File: src/rtl/ahb_apb_bridge.sv
// ahb_apb_bridge: AHB slave that re-issues each transfer as an APB access.
// Adds wait states, maps APB errors/timeouts/bad sizes to AHB ERROR.
module ahb_apb_bridge #(
  parameter int ADDR_WIDTH  = 32,
  parameter int DATA_WIDTH  = 32,
  parameter int PADDR_WIDTH = 16,
  parameter int NUM_PSLV    = 4,
  parameter int PSEL_LSB    = 12,
  parameter int TIMEOUT     = 16
) (
  input  logic                   HCLK,
  input  logic                   HRESET,
  input  logic                   HSEL,
  input  logic [ADDR_WIDTH-1:0]  HADDR,
  input  logic                   HWRITE,
  input  logic [2:0]             HSIZE,
  input  logic [1:0]             HTRANS,
  input  logic                   HREADY,
  input  logic [DATA_WIDTH-1:0]  HWDATA,
  output logic                   HREADYOUT,
  output logic                   HRESP,
  output logic [DATA_WIDTH-1:0]  HRDATA,
  output logic [PADDR_WIDTH-1:0] PADDR,
  output logic [NUM_PSLV-1:0]    PSEL,
  output logic                   PENABLE,
  output logic                   PWRITE,
  output logic [DATA_WIDTH-1:0]  PWDATA,
  input  logic [DATA_WIDTH-1:0]  PRDATA,
  input  logic                   PREADY,
  input  logic                   PSLVERR
);

  localparam int IW = (NUM_PSLV > 1) ? $clog2(NUM_PSLV) : 1;
  localparam int CW = $clog2(TIMEOUT + 1);

  typedef enum logic [2:0] {
    IDLE,
    WDATA,
    SETUP,
    ACCESS,
    ERR1,
    ERR2
  } state_t;

  state_t        state;
  state_t        state_nxt;
  logic [IW-1:0] idx_q;
  logic [CW-1:0] cnt;
  logic          addr_ok;
  logic          size_bad;
  logic          timeout_hit;

  // A new transfer is accepted only from a state that shows HREADYOUT=1
  assign addr_ok = ((state == IDLE) || (state == ERR2)) &&
                   HSEL && HTRANS[1] && HREADY;
  assign size_bad    = HSIZE > 3'b010;
  assign timeout_hit = cnt == CW'(TIMEOUT - 1);

  // State register
  always_ff @(posedge HCLK or posedge HRESET) begin
    if (HRESET) state <= IDLE;
    else        state <= state_nxt;
  end

  // Next-state logic
  always_comb begin
    state_nxt = state;
    unique case (state)
      IDLE, ERR2: begin
        if (addr_ok) begin
          if (size_bad)    state_nxt = ERR1;
          else if (HWRITE) state_nxt = WDATA;
          else             state_nxt = SETUP;
        end else begin
          state_nxt = IDLE;
        end
      end
      WDATA:  state_nxt = SETUP;
      SETUP:  state_nxt = ACCESS;
      ACCESS: begin
        if (PREADY)           state_nxt = PSLVERR ? ERR1 : IDLE;
        else if (timeout_hit) state_nxt = ERR1;
      end
      ERR1:    state_nxt = ERR2;
      default: state_nxt = IDLE;
    endcase
  end

  // State-decoded handshake and select outputs
  always_comb begin
    HREADYOUT = (state == IDLE) || (state == ERR2);
    HRESP     = (state == ERR1) || (state == ERR2);
    PENABLE   = state == ACCESS;
    PSEL      = '0;
    if ((state == SETUP) || (state == ACCESS)) PSEL[idx_q] = 1'b1;
  end

  // Address-phase capture; held until the next accepted transfer
  always_ff @(posedge HCLK or posedge HRESET) begin
    if (HRESET) begin
      PADDR  <= '0;
      PWRITE <= 1'b0;
      idx_q  <= '0;
    end else if (addr_ok) begin
      PADDR  <= HADDR[PADDR_WIDTH-1:0];
      PWRITE <= HWRITE;
      idx_q  <= HADDR[PSEL_LSB +: IW];
    end
  end

  // Write data arrives in the AHB data phase, one cycle after the address
  always_ff @(posedge HCLK or posedge HRESET) begin
    if (HRESET)              PWDATA <= '0;
    else if (state == WDATA) PWDATA <= HWDATA;
  end

  // ACCESS-cycle counter used for the hung-peripheral abort
  always_ff @(posedge HCLK or posedge HRESET) begin
    if (HRESET)               cnt <= '0;
    else if (state == SETUP)  cnt <= '0;
    else if (state == ACCESS) cnt <= cnt + 1'b1;
  end

  // Read data is registered only on a clean APB completion
  always_ff @(posedge HCLK or posedge HRESET) begin
    if (HRESET) begin
      HRDATA <= '0;
    end else if ((state == ACCESS) && PREADY && !PSLVERR && !PWRITE) begin
      HRDATA <= PRDATA;
    end
  end

endmodule

File: config.mk
export PLATFORM = sky130hd
export DESIGN_NAME = ahb_apb_bridge
export DESIGN_NICKNAME = d
export VERILOG_FILES = /design/src/rtl/ahb_apb_bridge.sv
export SDC_FILE = /design/constraint.sdc
export NUM_CORES = 1
export LEC_CHECK = 0
export CORE_ASPECT_RATIO = 2
export CORE_MARGIN = 8
export CORE_UTILIZATION = 36
export DETAILED_ROUTE_END_ITERATION = 8
export PLACE_DENSITY = 0.77
export SLEW_MARGIN = 20
export SYNTH_ARGS = -nofsm -noshare
export SYNTH_HDL_FRONTEND = slang
export SYNTH_SLANG_ARGS = --single-unit
export TNS_END_PERCENT = 1
File: constraint.sdc
create_clock -name HCLK -period 3 [get_ports HCLK]
set_clock_uncertainty 0.05 [all_clocks]
set_input_delay 0.6 -clock HCLK [delete_from_list [all_inputs] [get_ports HCLK]]
set_output_delay 0.6 -clock HCLK [all_outputs]
set_load 0.1 [all_outputs]
==> summary.md, run 1 <==
| Metric | Value |
|---|---|
| CP Launch Type | `flip-flop` |
| RSZ-0062 raised after global routing | `false` |
| Cell Count, Final, Fillers Out | `557` |
| Core area | `10,080 µm²` |
| M3 GR Usage | `5.016%` |
| Vias in the first global route | `2,933` |
| Fmax achieved | `391.1 MHz` |
| Initial antenna violation count | `0` |
| IO Pins | `196` |
| Final-report max-slew violation count | `0` |
| Max_cap viols | `0` |
| DR iter-0 viols | `110` |
| Crit path kind | `flip-flop to output port` |
| Met2 usage | `26.39%` |
| GR Overflow Total | `0` |
| Initial DRT Pass Iterations | `4` |
| Share of cells above drive strength 1 | `46.45%` |
| Final Hold Fails | `0` |
| Mean post-synth cell area | `15.85 µm²` |
| Worst rel slew slack | `55.05%` |
| Post-DR vias/cell | `4.688` |
| Die width | `87.77 µm` |
| Mapped Nets | `344` |
| Distinct cell type count after synthesis | `32` |
| Final-report setup violation count | `0` |
| Nets@finish | `527` |
| Setup crit end kind | `output port` |
| Post-synth top area cell | `dfrtp_1` |
| Clock Latency Late Sink | `0.33 ns` |
| Clk slew on worst S/H paths | `0.06 ns` |
| GPL Wtd Cong | `0.7986` |
| Input/output buffers | `178` |
| Sequential Area | `2227 µm²` |
| CTS tree | `built` |
| Grt met1 use | `13.96%` |
| Die height | `159.5 µm` |
| Slew at the pin closest to its max-slew limit | `0.6743 ns` |
| Minimum clock period | `2.557 ns` |
| Root buf cell | `clkbuf_16` |
| Number of hold buffers added after CTS | `0` |
| H-tree Lvls | `3` |
| DRT Wirelength | `10.10 mm` |
| Commonest cells in the netlist | `dfrtp_1, mux2_2, mux2_4` |
| Sequential share of the synthesized area | `60.05%` |
| Status | `finished, final reports clean` |
| Routed Antenna Nets | `0` |
| Setup WS pre-CTS | `0.3137 ns` |
| Starting Density | `36.77%` |
| Clock sinks | `89` |
| Ranking of synthesized cells by area | `dfrtp_1, mux2_2, mux2_4, buf_12, buf_6` |
| Die area | `14,000 µm²` |
| WP data required | `2.35 ns` |
| Async S/R FF share, synth | `100.0%` |
| Area taken by multi-input logic gates | `1356 µm²` |
| CTS buffer count | `9` |
| Vias | `2,611` |
| Mapped Cells | `234` |
| Inserted Diodes | `0` |
| Dominant synthesized flop cell | `dfrtp_1` |
| Largest net degree at the start of global routing | `54` |
| First-pass GRT wire length | `15.53 mm` |
| Synth Register Bits | `89` |
| Final hold slack | `0.4568 ns` |
| Postcts setup bufs | `0` |
| DRC | `0` |
| Final Cell Area | `5669 µm²` |
| Hpwl dp | `7.940 mm` |
| Post-synth EDFFs | `0` |
| Avg WL per Cell | `18.14 µm` |
| CTS resizes | `0` |
| Count leader, synth | `dfrtp_1` |
| Crit share post-route | `85.22%` |
| Floorplan row count | `52` |
| Max Root-Sink Buffers | `2` |
| Ys Warns | `0` |
| Gr busiest metal | `met2` |
| Placed Cells incl. Taps | `541` |
| CP max FO | `11` |
| Area Growth Syn to Fin | `52.87%` |
| Area post-placement | `5396 µm²` |
| Yosys top cell area share | `60.05%` |
| Fillers | `864` |
| Mapped cell area | `3709 µm²` |
| Worst hold path type | `flip-flop to flip-flop` |
| Final worst slack | `0.4433 ns` |
| WP data arrival | `1.91 ns` |
| All-Layer GR Usage | `14.62%` |
[cell usage in the layout, fill, tap and decap left out, types with 2 or more instances in the layout]
master,Yosys,routed
clkinv_4,0,2
ha_1,2,2
nand2_1,5,5
dfrtp_1,89,89
buf_4,0,91
nor3_1,3,2
clkinv_2,0,3
clkbuf_16,0,9
nor3b_1,2,2
nor2b_1,3,3
o21ai_0,5,5
a21oi_1,2,2
nor2_1,5,5
mux2_4,30,30
and3_1,2,2
nand3_1,3,3
mux2_2,52,52
clkdlybuf4s50_1,0,90
buf_12,3,2
inv_1,5,4
nand2b_1,2,2
[flip-flops by register name, summed over array words and instances, names as in the netlist]
signal	flops
state	3
PADDR	16
PWDATA	32
cnt	5
PWRITE	1
HRDATA	32
[cell families after synthesis]
family,Yosys count,synth area share [%]
adders and majority gates,2,0.6747
DFF,89,60.05
buffers and inverters,16,3.677
xor gates and xnor gates,1,0.2362
AOI/OAI and AO/OA,13,2.294
and+or+nand+nor,31,5.128
muxes,82,27.94
[worst max-delay path: stages (launching register included)]
cell and delay [ns]:
dfrtp_1 0.61, nor2b_1 0.45, nand2_1 0.11, nor2_1 0.12
buf_4 0.30
[stage by stage]
step                      util, %   TNS [ns]
after floorplan                 -  -0.003021
after global placement      53.51          0
after detailed placement    53.51          0
after CTS                   56.22          0
after global routing        56.22          0
final                       56.22          0
[metal layers]
layer | wire length, µm | share of wire, %
met1 | 3449 | 34
met2 | 5632 | 56
met4 | 225 | 2.2
met3 | 796 | 7.9
met5 | 0 | 0
[worst paths after layout]
check	from	endpoint	slack, ns	depth (start not counted)
max in group asynchronous	HRESET	HRDATA[0]	1.57	3
worst min-delay path	PWDATA[30]	PWDATA[30]	0.46	1
min in group asynchronous	HRESET	PADDR[9]	0.61	2
worst max register to register	state[0]	HRDATA[23]	0.90	4
worst max-delay path	state[1]	PSEL[2]	0.44	4
worst min register to register	PWDATA[30]	PWDATA[30]	0.46	1
[layout make-up]
class	count	area share, %
multi-input cells	129	23.92
clock inverters	6	0.7725
flip-flops and latches	89	39.28
clock buffers	10	4.039
inverters	5	0.3531
well taps	135	2.979
repair buffers	183	28.65
Power of run 1 is left out: the tool's default activity adds up to more than one toggle a clock period on the data nets, which glitch-free logic cannot reach.
==> run 2: changes to the inputs <==
--- a/config.mk
+++ b/config.mk
@@ -7,9 +7,9 @@
 export LEC_CHECK = 0
 export CORE_ASPECT_RATIO = 2
 export CORE_MARGIN = 8
-export CORE_UTILIZATION = 36
+export CORE_UTILIZATION = 26
 export DETAILED_ROUTE_END_ITERATION = 8
-export PLACE_DENSITY = 0.77
+export MAX_ROUTING_LAYER = met4
 export SLEW_MARGIN = 20
 export SYNTH_ARGS = -nofsm -noshare
 export SYNTH_HDL_FRONTEND = slang
==> summary.md, run 2 (synthesis gave the netlist of run 1 again) <==
| Metric | Value |
|---|---|
| Floorplan row count | `62` |
| Number of hold buffers added after CTS | `0` |
| M3 GR Usage | `6.589%` |
| First-pass GRT wire length | `15.86 mm` |
| CP max FO | `11` |
| Worst hold path type | `flip-flop to flip-flop` |
| Core area | `14,120 µm²` |
| Vias in the first global route | `2,915` |
| Leading cell types in the layout, fill and taps excluded | `clkdlybuf4s50_1, dfrtp_1, buf_4` |
| Clock sinks | `89` |
| Die area | `18,570 µm²` |
| Fillers | `1,340` |
| Starting Density | `26.27%` |
| Cell Count, Final, Fillers Out | `612` |
| Crit share post-route | `84.08%` |
| Slowest cell on crit path | `dfrtp_1` |
| Hpwl dp | `7.406 mm` |
| Most common cell after layout, fill and taps aside | `clkdlybuf4s50_1` |
| Postcts setup bufs | `0` |
| Final hold slack | `0.4550 ns` |
| Max Root-Sink Buffers | `2` |
| Avg WL per Cell | `16.14 µm` |
| Max_cap viols | `0` |
| Gr busiest metal | `met1` |
| Vias | `2,572` |
| DRC | `0` |
| DR iter-0 viols | `52` |
| Share of cells above drive strength 1 | `45.95%` |
| GR Overflow Total | `0` |
| WP data arrival | `1.87 ns` |
| Root buf cell | `clkbuf_16` |
| Initial antenna violation count | `0` |
| Final-report max-slew violation count | `0` |
| Nets@finish | `526` |
| Fmax achieved | `396.4 MHz` |
| Final-report setup violation count | `0` |
| Minimum clock period | `2.523 ns` |
| RSZ-0062 raised after global routing | `false` |
| Slowest Stage Delay on Critical Path | `0.60 ns` |
| CP Cell Sequence | `nor2b_1 > nand2_1 > nor2_1 > buf_12` |
| CTS tree | `built` |
| Slew at the pin closest to its max-slew limit | `0.4766 ns` |
| IO Pins | `196` |
| Met2 usage | `14.28%` |
| Die width | `100.5 µm` |
| Final Hold Fails | `0` |
| CTS buffer count | `9` |
| Inserted Diodes | `0` |
| Setup crit end kind | `output port` |
| All-Layer GR Usage | `11.34%` |
| Status | `finished, final reports clean` |
| Die height | `184.9 µm` |
| Initial DRT Pass Iterations | `4` |
| Area Growth Syn to Fin | `56.98%` |
| Post-DR vias/cell | `4.203` |
| Grt met1 use | `14.57%` |
| GPL Wtd Cong | `0.7133` |
| DRT Wirelength | `9.877 mm` |
| Clock Latency Late Sink | `0.33 ns` |
| CP Launch Type | `flip-flop` |
| Routed Antenna Nets | `0` |
| Largest net degree at the start of global routing | `90` |
| Input/output buffers | `178` |
| Setup WS pre-CTS | `0.4611 ns` |
| Clk slew on worst S/H paths | `0.06 ns` |
| Placed Cells incl. Taps | `597` |
| WP data required | `2.35 ns` |
| Largest regs | `HRDATA (32), PWDATA (32), PADDR (16)` |
| H-tree Lvls | `3` |
| CTS resizes | `0` |
| Worst rel slew slack | `68.23%` |
| Crit path kind | `flip-flop to output port` |
| Final worst slack | `0.4775 ns` |
## run 2: cell count changes in the layout (fill, tap and decap cells not counted)
cell / before / now
clkinvlp_4: 1 / 0
buf_12: 2 / 6
buf_4: 91 / 86
clkbuf_8: 0 / 1
inv_6: 1 / 0
clkbuf_1: 1 / 2
bufinv_16: 0 / 2
clkinv_2: 3 / 2
clkinv_4: 2 / 0
## run 2: metal layers
layer,share of wire (%),up-vias,wire length (µm)
met4,0.98,0,97
met5,0,-,0
met3,14,8,1398
li1,-,1195,-
met1,47,1202,4640
met2,38,167,3740
## run 2: path summary, 6_finish.rpt
kind | from | end | slack, ns | depth (start not counted)
max | state[1] | PSEL[2] | 0.48 | 4
min | cnt[2] | cnt[2] | 0.45 | 1
max reg2reg | state[0] | HRDATA[20] | 1.05 | 4
min reg2reg | cnt[2] | cnt[2] | 0.45 | 1
max in group asynchronous | HRESET | PWDATA[4] | 1.89 | 3
min in group asynchronous | HRESET | HRDATA[12] | 0.66 | 3
## run 2: layout make-up
cell class                 instances  area (µm²)  area share [%]
sequential                        89        2227           38.25
timing repair buffer             182        1667           28.63
multi-input combinational        129        1356           23.30
clock buffer                      12       246.5           4.234
tap                              192       240.2           4.126
clock inverter                     3       65.06           1.118
inverter                           5       20.02          0.3439
## run 2: critical path, delay by kind of cell (launching register included)
family                 cells  cell delay (ns)
DFF                        1             0.60
and+or+nand+nor            3             0.72
buffers and inverters      1             0.21
## run 2: through the flow
step | utilization, % | TNS, ns | area [µm²]
2_1_floorplan | - | -0.003021 | 3714
3_3_place_gp | 39.03 | 0 | 5510
3_5_place_dp | 39.03 | 0 | 5510
4_1_cts | 41.24 | 0 | 5822
5_1_grt | 41.24 | 0 | 5822
6_report | 41.24 | 0 | 5822
Power of run 2 is left out for the same reason.
